<file path="src/rtl/shift_sequencer.sv">
// Multi-cycle logical-right-shift / rotate-right sequencer. The amount is resolved one
// binary stage per clock, largest stage first, with a start/busy/done handshake.
module shift_sequencer #(
  parameter int WIDTH     = 32,
  parameter bit FAST_ZERO = 1'b1
) (
  input  logic                     clk,
  input  logic                     rst,
  input  logic                     start,
  input  logic                     shift_rot,
  input  logic [$clog2(WIDTH)-1:0] amt,
  input  logic [WIDTH-1:0]         din,
  output logic                     busy,
  output logic                     done,
  output logic [WIDTH-1:0]         dout
);

  localparam int AW = $clog2(WIDTH);
  localparam int CW = (AW > 1) ? $clog2(AW) : 1;

  typedef enum logic [1:0] {IDLE, RUN, DONE} state_t;

  state_t          state, state_next;
  logic [WIDTH-1:0] work, work_next, stage_shr, stage_rol, stage_val;
  logic [AW-1:0]    amt_q;
  logic             mode_q;
  logic [CW-1:0]    cnt;
  int unsigned      stage_dist;

  // One barrel stage of distance 2^cnt; rotate refills the top bits from the low bits.
  always_comb begin
    stage_dist = 32'd1 << cnt;
    stage_shr  = work >> stage_dist;
    stage_rol  = work << (WIDTH - stage_dist);
    stage_val  = mode_q ? (stage_shr | stage_rol) : stage_shr;
    work_next  = amt_q[cnt] ? stage_val : work;
  end

  always_comb begin
    state_next = state;
    case (state)
      IDLE: if (start) state_next = (FAST_ZERO && amt == '0) ? DONE : RUN;
      RUN:  if (cnt == '0) state_next = DONE;
      DONE: state_next = IDLE;
      default: state_next = IDLE;
    endcase
  end

  always_ff @(posedge clk or posedge rst) begin
    if (rst) begin
      state  <= IDLE;
      work   <= '0;
      amt_q  <= '0;
      mode_q <= 1'b0;
      cnt    <= '0;
      dout   <= '0;
    end else begin
      state <= state_next;
      case (state)
        IDLE: begin
          if (start) begin
            work   <= din;
            amt_q  <= amt;
            mode_q <= shift_rot;
            cnt    <= CW'(AW - 1);
            if (FAST_ZERO && amt == '0) dout <= din;
          end
        end
        RUN: begin
          work <= work_next;
          if (cnt == '0) dout <= work_next;
          else           cnt  <= cnt - 1'b1;
        end
        default: ;
      endcase
    end
  end

  assign busy = (state != IDLE);
  assign done = (state == DONE);

endmodule
</file>
<file path="config.mk">
export PLATFORM = sky130hd
export DESIGN_NAME = shift_sequencer
export DESIGN_NICKNAME = d
export VERILOG_FILES = /design/src/rtl/shift_sequencer.sv
export SDC_FILE = /design/constraint.sdc
export NUM_CORES = 1
export LEC_CHECK = 0
export ABC_AREA = 1
export CAP_MARGIN = 20
export CELL_PAD_IN_SITES_DETAIL_PLACEMENT = 1
export CELL_PAD_IN_SITES_GLOBAL_PLACEMENT = 2
export CORE_MARGIN = 2
export CORE_UTILIZATION = 34
export CTS_BUF_LIST = sky130_fd_sc_hd__clkbuf_8
export DETAILED_ROUTE_END_ITERATION = 7
export PLACE_DENSITY = 0.86
export SYNTH_ARGS = -nofsm -noshare
export SYNTH_HDL_FRONTEND = slang
export SYNTH_SLANG_ARGS = --single-unit
export TNS_END_PERCENT = 20
</file>
<file path="constraint.sdc">
create_clock -name clk -period 6.2 [get_ports clk]
set_input_delay 0.93 -clock clk [delete_from_list [all_inputs] [get_ports clk]]
set_output_delay 0.93 -clock clk [all_outputs]
set_load 0.01 [all_outputs]
</file>
==> flow_summary.ini <==
[die]
die_w_um = 154
die-area_mm2 = 0.0236
rows = 54
fp.dieH_um = 154
io_pins = 75
start_util_pct = 34.7
core_region_area_mm2 = 0.0219

[run]
cap_viol_max_count = 0

[finish]
area.growth.synth_to_final_pct = 13.0
fin_nets = 1391
layoutNonFillerInstCount = 1628
nFillCells = 3075
drive_gt1_share_pct = 5.12
fin_util_pct = 39.2

[sta]
worst_slack_ns = 2.08
drv_slew = 0
relSlewSlack_pct = 30.1
min_period_ns = 4.12
tightest_slew_ns = 1.04
hold_viol = 0
setup_violations = 0
fmax_ghz = 0.243
finalCritPeriodShare_pct = 66.4
setup-tns-final_ns = 0
skew_ns = 0.0196
rsz0062_at_grt = false

[drt]
first_iter_violations = 841
via_count = 9358
wl_per_cell_um = 21.0
drc = 0
avgViaCountPerCell = 5.75
postRouteWirelength_um = 34200
final_antenna_net_count = 0
first_pass_iters = 5

[global_routing]
grt_pass1_wl_um = 53800
grt_use_met1_pct = 42.5
top_usage_layer = met1
grt_pass1_vias = 9325
antenna_found_initial = 1
grt_use_total_pct = 28.8
use_met3_pct = 4.88
gr-total-overflow = 0
met2_usage_pct = 42.2
grt_max_degree = 76

[clock_tree]
cts_resized = 0
cts_hold_buf = 0
worstSkewPairLatency_ns = 0.36
clk_pin_slew_ns = 0.09
post-cts-setup-buffers = 0
clock-root-buffer = clkbuf_8
numCtsBuffers = 9
h-tree-depth = 3
cts_tree = built
clock_sinks = 75
cts.path.max_buffers = 2

[logic_synthesis]
synth_top_area_share_pct = 27.3
ys_ff_latch = 75
synth_nets = 1376
synth.most_common_cell = nand2_1
ys_top_cells_by_count = nand2_1 (553), nand3_1 (263), dfrtp_1 (75)
ys_types = 39
syn-instance-count = 1328
ys.flop_type = dfrtp_1
synth-edff-count = 0
synth.largest_area_cell = nand2_1
synthArstFlopShare_pct = 100
synth_warnings = 0
syn_area_per_cell_um2 = 5.72
synth_top_cells_by_area = nand2_1 (27%), dfrtp_1 (25%), nand3_1 (17%)
yosysSeqAreaShare_pct = 24.7
netlist_area_mm2 = 0.00760

[critical_path]
cp.required_ns = 6.43
cp-end-kind = register
crit_fanout = 36
path_class = register to register
crit_path_start_kind = register
worstPathArrival_ns = 4.35

[placed_design]
dp_slack_ns = 2.19
io_buffers = 74
dp_hpwl_um = 25700
dpl.cell_count = 1611
gp_congestion = 0.966

[outcome]
status = finished clean

[min_path]
hold_class = register to register
-- metal layers --
metal / vias up / wire length [µm]
li1: 4411 / -
met1: 4538 / 15900
met2: 348 / 14500
met3: 61 / 2650
met4: 0 / 1200
met5: - / 0
-- final timing paths --
check                                       end                 start  depth (start not counted)  slack [ns]
min in group asynchronous  dout[19]$_DFFE_PP0P_                   rst                          3        1.19
max in group asynchronous   work[1]$_DFFE_PP0P_                   rst                          3        4.34
min                        dout[19]$_DFFE_PP0P_  dout[19]$_DFFE_PP0P_                          2        0.48
min reg2reg                dout[19]$_DFFE_PP0P_  dout[19]$_DFFE_PP0P_                          2        0.48
max reg2reg                 dout[6]$_DFFE_PP0P_    cnt[0]$_DFFE_PP0P_                         15        2.08
max                         dout[6]$_DFFE_PP0P_    cnt[0]$_DFFE_PP0P_                         15        2.08
-- flip-flops by register name, indices dropped and copies added, names as in the netlist --
register,count
work,32
mode_q,1
dout,32
amt_q,5
state,2
cnt,3
-- worst max-delay path, cell delays in order, from the launching register on --
cell     delay [ns]
dfrtp_1        0.47
inv_1          0.20
ha_1           0.25
inv_2          0.08
nor2_8         0.36
inv_2          0.39
nand2_2        0.16
nand2_1        0.41
inv_2          0.61
nand3_1        0.22
nand4_1        0.17
nand3_1        0.18
nand3_1        0.20
nand2_1        0.09
nand2_1        0.06
nand2_1        0.09
-- layout by cell type, fill, tap and decap left out, drive strengths merged, types with 2 or more instances in the layout --
cell type	count
clkinv	7
clkbuf	9
nand2	564
ha	7
clkdlybuf4s50	74
a31oi	3
nand4	40
nand3b	6
or2	2
buf	14
dfrtp	75
o31ai	2
nor2	38
inv	87
o211ai	8
o21ai	97
a21oi	40
nand3	264
nor3	3
-- final cells by class --
type | instances | area [µm²] | share of cell area [%]
Multi-Input combinational cell | 1080 | 4980 | 58.0
Sequential cell | 75 | 1880 | 21.8
Timing Repair Buffer | 88 | 878 | 10.2
Tap cell | 280 | 350 | 4.08
Inverter | 89 | 342 | 3.98
Clock buffer | 9 | 124 | 1.44
Clock inverter | 6 | 35.0 | 0.408
Antenna cell | 1 | 2.50 | 0.0291
-- cell families (layout without fill, tap and decap cells) --
logic type / after synthesis / in the layout / synth area share [%]
and+or+nand+nor: 918 / 918 / 53.2
adders and majority gates: 7 / 7 / 1.15
buffers and inverters: 173 / 192 / 9.89
other: 0 / 1 / 0
xor gates and xnor gates: 1 / 1 / 0.214
AOI/OAI and AO/OA: 154 / 154 / 10.8
DFF: 75 / 75 / 24.7
-- metrics by stage --
step                hold WS, ns  area, µm²
detailed placement        0.470       8400
finish                    0.484       8590
global placement          0.464       8380
global route              0.526       8590
floorplan                 0.444       7600
CTS                       0.496       8560
Power is not shown: default switching activity piles up to over one toggle a cycle in this logic, so the estimate is an artifact.
